==> src/rtl/mult_div_unit.sv <==
// Signed 32x32 multiply (radix-2 Booth) and signed restoring divide, Hi/Lo result registers.
// Latency: 33 cycles from start edge to End strobe; divide-by-zero strobes after 1 cycle.
// No backpressure: starts are sampled only in IDLE, ignored (not queued) while Busy.
module mult_div_unit #(
  parameter int WIDTH = 32
) (
  input  logic             clock,
  input  logic             reset,
  input  logic             MultStart,
  input  logic             DivStart,
  input  logic [WIDTH-1:0] A,
  input  logic [WIDTH-1:0] B,
  output logic [WIDTH-1:0] Hi,
  output logic [WIDTH-1:0] Lo,
  output logic             MultEnd,
  output logic             DivEnd,
  output logic             DivZero,
  output logic             Busy
);

  localparam int              CW        = $clog2(WIDTH + 1);
  localparam logic [CW-1:0]   LAST_ITER = CW'(WIDTH);

  typedef enum logic [1:0] {
    S_IDLE = 2'd0,
    S_MULT = 2'd1,
    S_DIV  = 2'd2,
    S_DONE = 2'd3
  } state_t;

  state_t           r_state;
  logic [CW-1:0]    r_cnt;
  // Booth: sign-extended accumulator (extra bit keeps -2^31 multiplicand exact).
  // Divide: partial remainder in the low WIDTH bits.
  logic [WIDTH:0]   r_acc;
  // Booth: multiplier being shifted out. Divide: dividend shifting out, quotient shifting in.
  logic [WIDTH-1:0] r_q;
  logic             r_q1;
  // Booth: sign-extended multiplicand. Divide: zero-extended divisor magnitude.
  logic [WIDTH:0]   r_m;
  logic             r_neg_q;
  logic             r_neg_r;
  logic             r_dz;
  logic [WIDTH-1:0] r_hi;
  logic [WIDTH-1:0] r_lo;
  logic             r_mult_end;
  logic             r_div_end;
  logic             r_div_zero;
  logic             r_busy;

  logic [WIDTH-1:0]   w_abs_a;
  logic [WIDTH-1:0]   w_abs_b;
  logic [WIDTH:0]     w_booth_sum;
  logic [2*WIDTH+1:0] w_booth_sh;
  logic [WIDTH:0]     w_rem_sh;
  logic [WIDTH:0]     w_rem_sub;
  logic               w_rem_ge;
  logic [WIDTH:0]     w_rem_next;
  logic [WIDTH-1:0]   w_quo_fix;
  logic [WIDTH-1:0]   w_rem_fix;

  assign w_abs_a = A[WIDTH-1] ? -A : A;
  assign w_abs_b = B[WIDTH-1] ? -B : B;

  // Booth recode of {q0, q-1}: 01 adds the multiplicand, 10 subtracts it.
  always_comb begin
    w_booth_sum = r_acc;
    case ({r_q[0], r_q1})
      2'b01:   w_booth_sum = r_acc + r_m;
      2'b10:   w_booth_sum = r_acc - r_m;
      default: w_booth_sum = r_acc;
    endcase
  end

  // Arithmetic shift right of {acc, q, q-1}; the old q-1 falls off the end.
  assign w_booth_sh = {w_booth_sum[WIDTH], w_booth_sum, r_q};

  // Restoring step: shift the next dividend bit into the remainder, subtract if it fits.
  assign w_rem_sh   = {r_acc[WIDTH-1:0], r_q[WIDTH-1]};
  assign w_rem_ge   = (w_rem_sh >= r_m);
  assign w_rem_sub  = w_rem_sh - r_m;
  assign w_rem_next = w_rem_ge ? w_rem_sub : w_rem_sh;

  // Sign fix-up: quotient negative when operand signs differ, remainder follows the dividend.
  // Negating 0x80000000 wraps to itself, which gives the required overflow result.
  assign w_quo_fix = r_neg_q ? -r_q : r_q;
  assign w_rem_fix = r_neg_r ? -r_acc[WIDTH-1:0] : r_acc[WIDTH-1:0];

  // Control FSM, datapath iteration and registered result/strobe outputs.
  always_ff @(posedge clock) begin
    if (!reset) begin
      r_state    <= S_IDLE;
      r_cnt      <= '0;
      r_acc      <= '0;
      r_q        <= '0;
      r_q1       <= 1'b0;
      r_m        <= '0;
      r_neg_q    <= 1'b0;
      r_neg_r    <= 1'b0;
      r_dz       <= 1'b0;
      r_hi       <= '0;
      r_lo       <= '0;
      r_mult_end <= 1'b0;
      r_div_end  <= 1'b0;
      r_div_zero <= 1'b0;
      r_busy     <= 1'b0;
    end else begin
      r_mult_end <= 1'b0;
      r_div_end  <= 1'b0;
      r_div_zero <= 1'b0;
      case (r_state)
        S_IDLE: begin
          r_cnt <= '0;
          if (MultStart) begin
            r_acc   <= '0;
            r_q     <= B;
            r_q1    <= 1'b0;
            r_m     <= {A[WIDTH-1], A};
            r_dz    <= 1'b0;
            r_busy  <= 1'b1;
            r_state <= S_MULT;
          end else if (DivStart) begin
            r_acc   <= '0;
            r_q     <= w_abs_a;
            r_q1    <= 1'b0;
            r_m     <= {1'b0, w_abs_b};
            r_neg_q <= A[WIDTH-1] ^ B[WIDTH-1];
            r_neg_r <= A[WIDTH-1];
            // A zero divisor skips the iteration loop; the next edge drives the strobes.
            r_dz    <= (B == '0);
            r_busy  <= 1'b1;
            r_state <= S_DIV;
          end
        end
        S_MULT: begin
          if (r_cnt == LAST_ITER) begin
            r_hi       <= r_acc[WIDTH-1:0];
            r_lo       <= r_q;
            r_mult_end <= 1'b1;
            r_state    <= S_DONE;
          end else begin
            {r_acc, r_q, r_q1} <= w_booth_sh;
            r_cnt              <= r_cnt + CW'(1);
          end
        end
        S_DIV: begin
          if (r_dz) begin
            r_div_end  <= 1'b1;
            r_div_zero <= 1'b1;
            r_state    <= S_DONE;
          end else if (r_cnt == LAST_ITER) begin
            r_hi      <= w_rem_fix;
            r_lo      <= w_quo_fix;
            r_div_end <= 1'b1;
            r_state   <= S_DONE;
          end else begin
            r_acc <= w_rem_next;
            r_q   <= {r_q[WIDTH-2:0], w_rem_ge};
            r_cnt <= r_cnt + CW'(1);
          end
        end
        S_DONE: begin
          r_dz    <= 1'b0;
          r_busy  <= 1'b0;
          r_state <= S_IDLE;
        end
        default: begin
          r_busy  <= 1'b0;
          r_state <= S_IDLE;
        end
      endcase
    end
  end

  assign Hi      = r_hi;
  assign Lo      = r_lo;
  assign MultEnd = r_mult_end;
  assign DivEnd  = r_div_end;
  assign DivZero = r_div_zero;
  assign Busy    = r_busy;

endmodule

==> config.mk <==
export PLATFORM = sky130hd
export DESIGN_NAME = mult_div_unit
export DESIGN_NICKNAME = d
export VERILOG_FILES = /design/src/rtl/mult_div_unit.sv
export SDC_FILE = /design/constraint.sdc
export NUM_CORES = 1
export LEC_CHECK = 0
export CORE_ASPECT_RATIO = 1.1
export CORE_MARGIN = 5
export CORE_UTILIZATION = 60
export DETAILED_ROUTE_END_ITERATION = 8
export PLACE_DENSITY = 0.8
export SYNTH_ARGS = -nofsm -noshare
export SYNTH_HDL_FRONTEND = slang
export SYNTH_SLANG_ARGS = --single-unit
==> constraint.sdc <==
create_clock -name clock -period 6 [get_ports clock]
set_input_delay 1.2 -clock clock [delete_from_list [all_inputs] [get_ports clock]]
set_output_delay 1.2 -clock clock [all_outputs]
set_load 0.01 [all_outputs]
==> metrics.cfg <==
[clock_tree]
clock_path_buffers=2
clkLatencyLatePin_ns=0.45
cts_htree_levels=4
path_clk_slew_ns=0.09
cts_resized=0
postCtsSetupBuffers=0
cts_tree=done
cts_root_buffer=clkbuf_16
cts_sinks=178
hold_buffers=0
numCtsBuffers=17

[floorplanning]
die_height_um=175
fp.coreArea_um2=24500
core.rowCount=60
fp.dieArea_um2=28100
die_x_um=160
pin_count=136
start_util=0.608

[drt]
drt_iter0_markers=1728
via_per_inst=6.58
drc=0
wirelength_um=51600
routedWlPerCell_um=21.6
vias=15800
dr.pass1.iters=7
drtAntennaViolNets=0

[finish]
stdcell_area_um2=16900
fin_nets=2218
num_antenna_cells=0
area_delta_synth_final_pct=13.4
layout-drive-gt1-share=0.0393

[critical_path]
start_kind=register
slowest_delay_ns=0.63
cpMaxStageDelayCell=a2111oi_0
path_cells=inv_1 > ha_1 > or4b_2 > nor4_1 > and2_1 > nor3b_1 > nor2_1 > xnor2_1 > ha_1 > nand2_1 > nor2_1 > a221oi_1 > o31ai_1 > a21oi_1 > buf_4 > nor4_1 > a2111oi_0 > xor2_1 > o221ai_1
crit_type=reg -> reg
arrival_ns=5.48
crit_fanout=5
crit_required_ns=6.31
cp-end-kind=register

[timing]
hold-worst-slack_ns=0.453
fin_crit_sh=0.861
max_freq_ghz=0.194
setup_viol=0
rsz0062_at_grt=no
fin_skew_ns=0.0192
finalMaxSlewViolations=0
maxSlewHeadroom=0.195
tightest_slew_ns=1.21
hold_viol_final=0
period_needed_ns=5.16
finalSetupTns_ns=0

[yosys]
synth_ff_type=dfxtp_1
yosysWarningCount=0
ys_top_cells_by_area=dfxtp_1 (24%), xnor2_1 (6.6%), ha_1 (6.5%), a21oi_1 (6.5%), o21ai_0 (5.7%)
ys_types=75
syn_avg_cell_area_um2=7.27
ys_seq_area_frac=0.239
syn-num-nets=2194
ys_ff_latch=178
synth_top_area_frac=0.239
syn_inst=2047
synth_top_cell_by_area=dfxtp_1
synth_edf_count=0
synth_area_um2=14900
async_flop_share=0

[pwr]
irDropWorstVdd_mv=0.312
p_per_area_nw_per_um2=266
leakagePower_nw=6.30

[global_routing]
grt_pass1_vias=14800
grt_overflow=0
grt_pass1_wl_um=81100
grt_start_max_net_pins=115
grt_use_total=0.355
antenna_found_initial=0

[flow_run]
maxCapViolations=0

[placement]
place.gp.congestion=1.04
io_buffers=135
hpwl_um=39300
dpl-instance-area_um2=16200

[min_path]
holdCritPathClass=reg -> reg

[outcome]
status=completed

-- final timing paths --
path / from / endpoint / slack [ns] / cells past startpoint
worst max register to register: r_m[1] / r_acc[29] / 0.84 / 19
worst max-delay path: r_m[1] / r_acc[29] / 0.84 / 19
worst min-delay path: Lo[22] / Lo[22] / 0.45 / 2
worst min register to register: Lo[22] / Lo[22] / 0.45 / 2
-- layer usage --
metal,part of all wire,GRT usage,wire length (um)
met1,0.39,0.425,20100
met2,0.46,0.603,23900
met3,0.078,0.0613,4010
met4,0.070,0.203,3590
met5,0,0,0
-- cells by family (layout without fill, tap and decap cells) --
logic type,count (synthesis),count (layout),synth area share
muxes,40,40,0.0271
buffers and inverters,216,253,0.0549
and+or+nand+nor,654,654,0.203
xor gates and xnor gates,199,199,0.117
adders and majority gates,79,79,0.0674
AOI/OAI and AO/OA,681,681,0.291
DFF,178,178,0.239
-- critical path, delay by kind of cell, from the launching register on --
family                     cells  cell delay (ns)
and+or+nand+nor                8             2.13
DFF                            1             0.33
buffers and inverters          2             0.31
adders and majority gates      2             0.56
xor gates and xnor gates       2             0.35
AOI/OAI and AO/OA              5             1.35
-- cells in the final DEF, fill, tap and decap left out, drive strengths merged, types with 17 or more instances in the layout --
cell	count
nor3	34
nand2	228
clkbuf	17
ha	77
xor2	86
o211ai	33
a21oi	192
nor4	18
dfxtp	178
a21o	31
or4	24
nor2	196
a31oi	25
inv	72
buf	20
clkdlybuf4s50	134
a211oi	56
nand3	41
o31ai	32
o21ai	178
xnor2	113
mux2i	38
nand4	22
or3	18
-- synthesized netlist by cell type, types with 13 or more instances --
cell type / number
a211oi_1: 56
a21o_1: 31
a21oi_1: 192
a221oi_1: 14
a31oi_1: 25
and3_1: 14
buf_1: 16
clkbuf_1: 130
dfxtp_1: 178
ha_1: 77
inv_1: 65
mux2i_1: 38
nand2_1: 228
nand2b_1: 13
nand3_1: 41
nand4_1: 22
nor2_1: 196
nor2b_1: 14
nor3_1: 34
nor4_1: 18
o211ai_1: 33
o21a_1: 14
o21ai_0: 171
o31ai_1: 31
or3_1: 16
or4_1: 21
xnor2_1: 113
xor2_1: 86
-- power breakdown --
group / total [mW] / leakage [nW] / internal, mW / switching [mW]
logic: 1.87 / 4.54 / 0.704 / 1.16
clock network: 1.21 / 0.308 / 0.617 / 0.593
registers: 1.42 / 1.45 / 1.26 / 0.157
total: 4.49 / 6.30 / 2.58 / 1.91
-- metrics by stage --
step           power [mW]   util  setup WS, ns  cells
2_1_floorplan        2.71      -          1.64   2047
3_3_place_gp         3.21  0.663          1.01   2362
3_5_place_dp         3.24  0.663         0.977   2362
4_1_cts              4.45  0.690         0.969   2394
5_1_grt              4.73  0.690         0.629   2394
6_report             4.49  0.690         0.835   2394
-- sequential cells by signal (all words and copies together), names as in the netlist, 2 cells and up --
signal,cells
Hi,32
r_q,32
r_m,33
Lo,32
r_cnt,6
r_state,2
r_acc,33
-- area by class of cell --
type                    count  area [um^2]
flip-flops and latches    178         3560
repair buffers            154         1490
well taps                 310          388
clock inverters            15          224
clock buffers              17          425
inverters                  67          254
multi-input cells        1653        10500
fillers                  2110         7590
(Power assumes the default switching activity.)
